`src/rtl/fp_csr_requester_if.sv`:
```
// Purpose : bundles the request/response channel, the FP-issue stall pair and the FCSR access port of fp_csr_requester.
// Latency : n/a (wires only).
// Backpressure: req_vld/req_rdy style on the request side; rsp_valid is held until rsp_ready.
// Modports: master = fp_csr_requester (serves requests, drives FCSR accesses);
//           slave  = its environment (decode/execute stage, FP pipe, FCSR register block).
interface fp_csr_requester_if;
    // request from decode/execute
    logic        req_valid;
    logic        req_ready;
    logic [2:0]  req_funct3;
    logic [11:0] req_addr;
    logic [31:0] req_rs1_data;
    logic        req_rs1_is_x0;
    logic [4:0]  req_zimm;
    // response back to execute (old CSR value for rd)
    logic        rsp_valid;
    logic        rsp_ready;
    logic [31:0] rsp_rdata;
    logic        rsp_err;
    // FP pipe
    logic        fp_busy;
    logic        fp_stall;
    // FCSR register block
    logic        csr_write;
    logic [11:0] csr_addr;
    logic [31:0] csr_wdata;
    logic [31:0] csr_rdata;

    modport master (
        input  req_valid, req_funct3, req_addr, req_rs1_data, req_rs1_is_x0, req_zimm,
        output req_ready,
        output rsp_valid, rsp_rdata, rsp_err,
        input  rsp_ready,
        input  fp_busy,
        output fp_stall,
        output csr_write, csr_addr, csr_wdata,
        input  csr_rdata
    );

    modport slave (
        output req_valid, req_funct3, req_addr, req_rs1_data, req_rs1_is_x0, req_zimm,
        input  req_ready,
        input  rsp_valid, rsp_rdata, rsp_err,
        output rsp_ready,
        output fp_busy,
        input  fp_stall,
        input  csr_write, csr_addr, csr_wdata,
        output csr_rdata
    );
endinterface

```
`src/rtl/fp_csr_requester.sv`:
```
// Purpose : executes one Zicsr access to fflags/frm/fcsr: drain FP pipe, read, read-modify-write, return old value.
// Latency : response 4 cycles after accept with a write, 3 without, 1 when illegal; +1 per fp_busy drain cycle.
// Backpressure: req_ready only in IDLE; response held stable until rsp_ready; fp_stall holds FP issue while in flight.
// Ports: clock, reset_n (async, active low); bus = fp_csr_requester_if.master
//        (req_* request in, rsp_* response out, fp_busy/fp_stall, csr_* FCSR access).
module fp_csr_requester #(
    parameter int unsigned DRAIN_LIMIT = 255    // 1..65535 busy cycles tolerated in DRAIN
) (
    input  logic                 clock,
    input  logic                 reset_n,
    fp_csr_requester_if.master   bus
);

    typedef enum logic [2:0] {
        IDLE  = 3'd0,
        DRAIN = 3'd1,
        READ  = 3'd2,
        WRITE = 3'd3,
        RESP  = 3'd4
    } state_t;

    // Timeout fires on the busy cycle that would make the count reach DRAIN_LIMIT.
    localparam logic [15:0] DRAIN_LAST = 16'(DRAIN_LIMIT - 1);

    state_t      state;
    logic [1:0]  op_q;          // funct3[1:0]: 01 write, 10 set, 11 clear
    logic [11:0] addr_q;
    logic [31:0] src_q;
    logic        src_zero_q;
    logic [31:0] old_q;
    logic [15:0] drain_cnt;

    logic        req_illegal;
    logic [31:0] req_src;
    logic        req_src_zero;
    logic [31:0] raw_new;
    logic [31:0] field_mask;
    logic [31:0] new_val;
    logic        write_needed;

    assign bus.req_ready = (state == IDLE);

    always_comb begin
        req_illegal  = !((bus.req_addr == 12'h001) || (bus.req_addr == 12'h002) ||
                         (bus.req_addr == 12'h003)) || (bus.req_funct3[1:0] == 2'b00);
        req_src      = bus.req_funct3[2] ? {27'd0, bus.req_zimm} : bus.req_rs1_data;
        req_src_zero = bus.req_funct3[2] ? (bus.req_zimm == 5'd0) : bus.req_rs1_is_x0;
    end

    // Read-modify-write value, only meaningful in READ where csr_rdata is valid.
    always_comb begin
        case (op_q)
            2'b01:   raw_new = src_q;
            2'b10:   raw_new = bus.csr_rdata | src_q;
            default: raw_new = bus.csr_rdata & ~src_q;
        endcase
        case (addr_q[1:0])
            2'b01:   field_mask = 32'h0000_001F;   // fflags
            2'b10:   field_mask = 32'h0000_0007;   // frm (reserved encodings pass through)
            default: field_mask = 32'h0000_00FF;   // fcsr
        endcase
        new_val      = raw_new & field_mask;
        // set/clear with a zero source must not write (no side effects on the FCSR)
        write_needed = (op_q == 2'b01) || !src_zero_q;
    end

    always_ff @(posedge clock or negedge reset_n) begin
        if (!reset_n) begin
            state         <= IDLE;
            op_q          <= 2'b00;
            addr_q        <= 12'h000;
            src_q         <= 32'd0;
            src_zero_q    <= 1'b0;
            old_q         <= 32'd0;
            drain_cnt     <= 16'd0;
            bus.fp_stall  <= 1'b0;
            bus.csr_write <= 1'b0;
            bus.csr_addr  <= 12'h000;
            bus.csr_wdata <= 32'd0;
            bus.rsp_valid <= 1'b0;
            bus.rsp_rdata <= 32'd0;
            bus.rsp_err   <= 1'b0;
        end else begin
            case (state)
                IDLE: begin
                    if (bus.req_valid) begin
                        op_q       <= bus.req_funct3[1:0];
                        addr_q     <= bus.req_addr;
                        src_q      <= req_src;
                        src_zero_q <= req_src_zero;
                        old_q      <= 32'd0;
                        if (req_illegal) begin
                            state         <= RESP;
                            bus.rsp_valid <= 1'b1;
                            bus.rsp_err   <= 1'b1;
                            bus.rsp_rdata <= 32'd0;
                        end else begin
                            state        <= DRAIN;
                            drain_cnt    <= 16'd0;
                            bus.fp_stall <= 1'b1;
                        end
                    end
                end

                DRAIN: begin
                    if (!bus.fp_busy) begin
                        state        <= READ;
                        bus.csr_addr <= addr_q;     // combinational read happens in READ
                    end else if (drain_cnt == DRAIN_LAST) begin
                        state         <= RESP;
                        bus.fp_stall  <= 1'b0;
                        bus.rsp_valid <= 1'b1;
                        bus.rsp_err   <= 1'b1;
                        bus.rsp_rdata <= 32'd0;
                    end else begin
                        drain_cnt <= drain_cnt + 16'd1;
                    end
                end

                READ: begin
                    old_q <= bus.csr_rdata;
                    if (write_needed) begin
                        state         <= WRITE;
                        bus.csr_write <= 1'b1;
                        bus.csr_wdata <= new_val;
                    end else begin
                        state         <= RESP;
                        bus.csr_addr  <= 12'h000;
                        bus.fp_stall  <= 1'b0;
                        bus.rsp_valid <= 1'b1;
                        bus.rsp_err   <= 1'b0;
                        bus.rsp_rdata <= bus.csr_rdata;
                    end
                end

                WRITE: begin
                    state         <= RESP;
                    bus.csr_write <= 1'b0;
                    bus.csr_addr  <= 12'h000;
                    bus.csr_wdata <= 32'd0;
                    // FP issue resumes only once the write has landed
                    bus.fp_stall  <= 1'b0;
                    bus.rsp_valid <= 1'b1;
                    bus.rsp_err   <= 1'b0;
                    bus.rsp_rdata <= old_q;
                end

                RESP: begin
                    if (bus.rsp_ready) begin
                        state         <= IDLE;
                        bus.rsp_valid <= 1'b0;
                        bus.rsp_err   <= 1'b0;
                        bus.rsp_rdata <= 32'd0;
                    end
                end

                default: state <= IDLE;
            endcase
        end
    end

endmodule

```
`src/flat_wrapper.sv`:
```
// flat-port wrapper written by rule: the top's interface ports become plain ports
module fp_csr_requester_flat 
#(
    parameter int unsigned DRAIN_LIMIT = 255                                              
)
  (clock, reset_n, bus_req_valid, bus_req_funct3, bus_req_addr, bus_req_rs1_data, bus_req_rs1_is_x0, bus_req_zimm, bus_req_ready, bus_rsp_valid, bus_rsp_rdata, bus_rsp_err, bus_rsp_ready, bus_fp_busy, bus_fp_stall, bus_csr_write, bus_csr_addr, bus_csr_wdata, bus_csr_rdata);
  fp_csr_requester_if bus_i ();
  input  logic clock;
  input  logic reset_n;
  input wire logic [$bits(bus_i.req_valid)-1:0] bus_req_valid;
  input wire logic [$bits(bus_i.req_funct3)-1:0] bus_req_funct3;
  input wire logic [$bits(bus_i.req_addr)-1:0] bus_req_addr;
  input wire logic [$bits(bus_i.req_rs1_data)-1:0] bus_req_rs1_data;
  input wire logic [$bits(bus_i.req_rs1_is_x0)-1:0] bus_req_rs1_is_x0;
  input wire logic [$bits(bus_i.req_zimm)-1:0] bus_req_zimm;
  output wire logic [$bits(bus_i.req_ready)-1:0] bus_req_ready;
  output wire logic [$bits(bus_i.rsp_valid)-1:0] bus_rsp_valid;
  output wire logic [$bits(bus_i.rsp_rdata)-1:0] bus_rsp_rdata;
  output wire logic [$bits(bus_i.rsp_err)-1:0] bus_rsp_err;
  input wire logic [$bits(bus_i.rsp_ready)-1:0] bus_rsp_ready;
  input wire logic [$bits(bus_i.fp_busy)-1:0] bus_fp_busy;
  output wire logic [$bits(bus_i.fp_stall)-1:0] bus_fp_stall;
  output wire logic [$bits(bus_i.csr_write)-1:0] bus_csr_write;
  output wire logic [$bits(bus_i.csr_addr)-1:0] bus_csr_addr;
  output wire logic [$bits(bus_i.csr_wdata)-1:0] bus_csr_wdata;
  input wire logic [$bits(bus_i.csr_rdata)-1:0] bus_csr_rdata;
  assign bus_i.req_valid = bus_req_valid;
  assign bus_i.req_funct3 = bus_req_funct3;
  assign bus_i.req_addr = bus_req_addr;
  assign bus_i.req_rs1_data = bus_req_rs1_data;
  assign bus_i.req_rs1_is_x0 = bus_req_rs1_is_x0;
  assign bus_i.req_zimm = bus_req_zimm;
  assign bus_req_ready = bus_i.req_ready;
  assign bus_rsp_valid = bus_i.rsp_valid;
  assign bus_rsp_rdata = bus_i.rsp_rdata;
  assign bus_rsp_err = bus_i.rsp_err;
  assign bus_i.rsp_ready = bus_rsp_ready;
  assign bus_i.fp_busy = bus_fp_busy;
  assign bus_fp_stall = bus_i.fp_stall;
  assign bus_csr_write = bus_i.csr_write;
  assign bus_csr_addr = bus_i.csr_addr;
  assign bus_csr_wdata = bus_i.csr_wdata;
  assign bus_i.csr_rdata = bus_csr_rdata;
  fp_csr_requester #(.DRAIN_LIMIT(DRAIN_LIMIT)) u_core (.clock(clock), .reset_n(reset_n), .bus(bus_i));
endmodule
```
`config.mk`:
```
export PLATFORM = sky130hd
export DESIGN_NAME = fp_csr_requester_flat
export DESIGN_NICKNAME = d
export VERILOG_FILES = /design/src/rtl/fp_csr_requester_if.sv /design/src/rtl/fp_csr_requester.sv /design/src/flat_wrapper.sv
export SDC_FILE = /design/constraint.sdc
export NUM_CORES = 1
export LEC_CHECK = 0
export ABC_CLOCK_PERIOD_IN_PS = 2550
export CORE_MARGIN = 2
export CORE_UTILIZATION = 49
export CTS_CLUSTER_DIAMETER = 200
export DETAILED_ROUTE_END_ITERATION = 8
export GPL_TIMING_DRIVEN = 0
export HOLD_SLACK_MARGIN = 0.12
export PLACE_DENSITY = 0.81
export SKIP_LAST_GASP = 1
export SLEW_MARGIN = 25
export SYNTH_ARGS = -nofsm -noshare
export SYNTH_HDL_FRONTEND = slang
export SYNTH_SLANG_ARGS = --single-unit
```
`constraint.sdc`:
```
create_clock -name clock -period 2.55 [get_ports clock]
set_input_delay 0.3825 -clock clock [delete_from_list [all_inputs] [get_ports clock]]
set_output_delay 0.3825 -clock clock [all_outputs]
set_load 0.01 [all_outputs]
```
==> out/qor.txt <==
Initial antenna violation count = 0
Clk Latency, worst-skew pair = 0.42 ns
Post-Place Cell Area = 7870 µm²
Reg clk slew, reported paths = 0.05 ns
Worst slew pin tran = 0.758 ns
Worst R2R Path Depth = 9
Most common cell after layout, fill and taps aside = dfrtp_1
Core footprint = 12600 µm²
Placed cell count = 953
Hold_sp = bus_req_funct3[2]
Rel. slew slack = 49.5%
Synth top area share = 51.4%
Final RePlAce weighted congestion = 0.939
CTS tree = built
Critical path arrival = 2.72 ns
Vias per cell = 5.43
Layout area overhead = 33.4%
First-pass GRT wire length = 26.2 mm
Clock root buffer = clkbuf_16
Setup TNS = 0 ns
Most frequent cells in the layout = dfrtp_1 (130), nand2_1 (127), clkdlybuf4s50_1 (120)
Final Cell Area = 8440 µm²
Min cycle time layout = 2.42 ns
Final Skew = 0.00791 ns
Critical Path End = u_core.bus.rsp_rdata[22]
RSZ-0062 raised after global routing = no
Clock sink count = 130
Clock buffer depth = 2
Die height = 118 µm
Number of synthesized flops with an enable pin = 0
# rows = 41
Ys async rst share = 100%
H-tree Lvls = 4
Max cap viols = 0
#FFs+latches synth = 130
VDD IR-drop max = 0.418 mV
CP Data Required Time = 2.85 ns
# nets final = 895
Post-synthesis sequential area ratio = 51.4%
Primary FF master, synth = dfrtp_1
Critical Path Start Type = register
Number of global-route vias before repair = 5369
Final WS setup = 0.132 ns
Peak Freq = 0.414 GHz
WHS = 0.462 ns
TritonCTS buffer count = 17
Die Wd = 118 µm
Final ANT Viol Nets = 0
Status = complete, no violations
Final period util = 94.8%
N_diodes = 0
Worst hold path type = in -> reg
Setup violations, final = 0
Synthesized cell area = 6320 µm²
Finished Layout Cells = 985
Pin count of the biggest net entering global routing = 68
Synth area leader = dfrtp_1
Lkg Pwr = 3.73 nW
CP startpoint = u_core.op_q[1]
Total power = 5.92 mW
WS Path Type = reg -> reg
R2R Setup Slk = 0.13 ns
R2R Path Start = u_core.op_q[1]
DRT Wirelength = 16.2 mm
R2r endpoint = u_core.bus.rsp_rdata[22]
Initial DRC Count = 476
Gr usage total = 23.7%
# IOs = 171
FF+latch area = 3250 µm²
PortBufs = 121
Netlist cell types = 53
Filler cells = 988
Fin. max-slew vios = 0
Initial Util = 50.1%
Critical path endpoint category = register
Final Hold Fails = 0
Area of the multi-input gates = 2820 µm²
Crit-path max FO = 10
Worst slack, placed = -0.308 ns
DRC Markers = 0
Core Util, Final = 66.9%
Share of cells above drive strength 1 = 15.1%
Die ar. = 13800 µm²
Final HPWL DP = 11.6 mm
Synth area leaders = dfrtp_1 (51%), mux2_2 (8.2%), nand2_1 (7.5%), mux2i_1 (5.9%), o21ai_0 (4.7%)
Syn. warnings = 0
DRT Pass-1 Iters = 8
GR Overflow Total = 0
Pwr/cell area = 701 nW/µm²
Avg Inst Size Synth = 9.94 µm²
Routed WL per cell = 16.4 µm
Syn Inst Count = 636
DR vias = 5351
## worst min path at each step
| stage | to | depth (start not counted) |
|---|---|---|
| floorplan | u_core.addr_q[0] | 0 |
| global placement | u_core.bus.csr_addr[3] | 2 |
| detailed placement | u_core.drain_cnt[13] | 1 |
| CTS | u_core.src_q[3] | 3 |
| global route | u_core.bus.csr_addr[9] | 2 |
| finish | u_core.src_q[3] | 3 |
## cell usage after synthesis, drive strengths merged (2+ instances only)
cell type  number
dfrtp         130
nand2         127
o21ai          61
nor2           57
mux2           46
mux2i          37
buf            32
clkbuf         28
a31oi          11
nand3          11
inv             9
nor3            9
a21oi           8
a221oi          7
and3            6
a22o            5
ha              5
nand2b          5
a211o           3
a32o            3
nand4           3
o22a            3
or4             3
a41oi           2
and2            2
and4            2
nor4            2
o2bb2ai         2
## kinds of logic (layout without fill, tap and decap cells)
| logic type | count (synthesis) | in the layout | share of synthesized area (%) |
|---|---|---|---|
| simple gates | 234 | 234 | 16.1 |
| flops | 130 | 130 | 51.4 |
| compound gates | 114 | 114 | 11.7 |
| mux | 83 | 83 | 14.0 |
| buf+inv | 69 | 223 | 5.76 |
| fa+ha+maj | 5 | 5 | 0.989 |
| other cells | 1 | 24 | 0.0593 |
## routing by layer
layer  part of all wire, %  track usage [%]  up-vias
met1                    42             29.8     2599
li1                      -                -     2491
met3                   7.2             7.12       39
met4                   1.9             8.58        0
met5                     0                0        -
met2                    49             38.7      222
## state kept, by name, summed over array words and instances (netlist names)
signal and cells:
u_core.state 3, u_core.src_zero_q 1, u_core.old_q 32, u_core.op_q 2
u_core.bus.csr_write 1, u_core.bus.csr_wdata 8, u_core.bus.csr_addr 12, u_core.bus.rsp_rdata 32
u_core.src_q 8, u_core.drain_cnt 16, u_core.bus.fp_stall 1, u_core.bus.rsp_err 1
u_core.addr_q 12, u_core.bus.rsp_valid 1
## cell type report
cell class,count,share of cell area [%]
repair buffers,123,14.9
multi-input cells,460,33.4
clock inverters,5,0.297
inverters,9,0.400
well taps,172,2.55
clock buffers,27,6.08
plain buffers,59,3.88
flip-flops and latches,130,38.5
## timing repair
| action | 4_1_cts | 5_1_grt |
|---|---|---|
| setup endpoints to repair | 28 | 47 |
| hold buffers | 1 | 0 |
| buffers inserted | 0 | 0 |
| gates resized for setup | 1 | 6 |
| endpoints found under the hold margin | 63 | 0 |
## critical path: stages (launching register included)
cell and delay [ns]:
dfrtp_1 0.38, inv_1 0.06, ha_1 0.18, buf_2 0.17
nand2b_1 0.19, and2_2 0.26, a31oi_2 0.24, nand3_2 0.23
buf_2 0.28, mux2_2 0.31
## power by group
part	internal [mW]	switching, mW	total [mW]
sequential	2.27	0.166	2.44
clock	1.36	0.849	2.21
combinational	0.574	0.697	1.27
total	4.21	1.71	5.92
No activity file was read; power rests on OpenSTA's default activity.
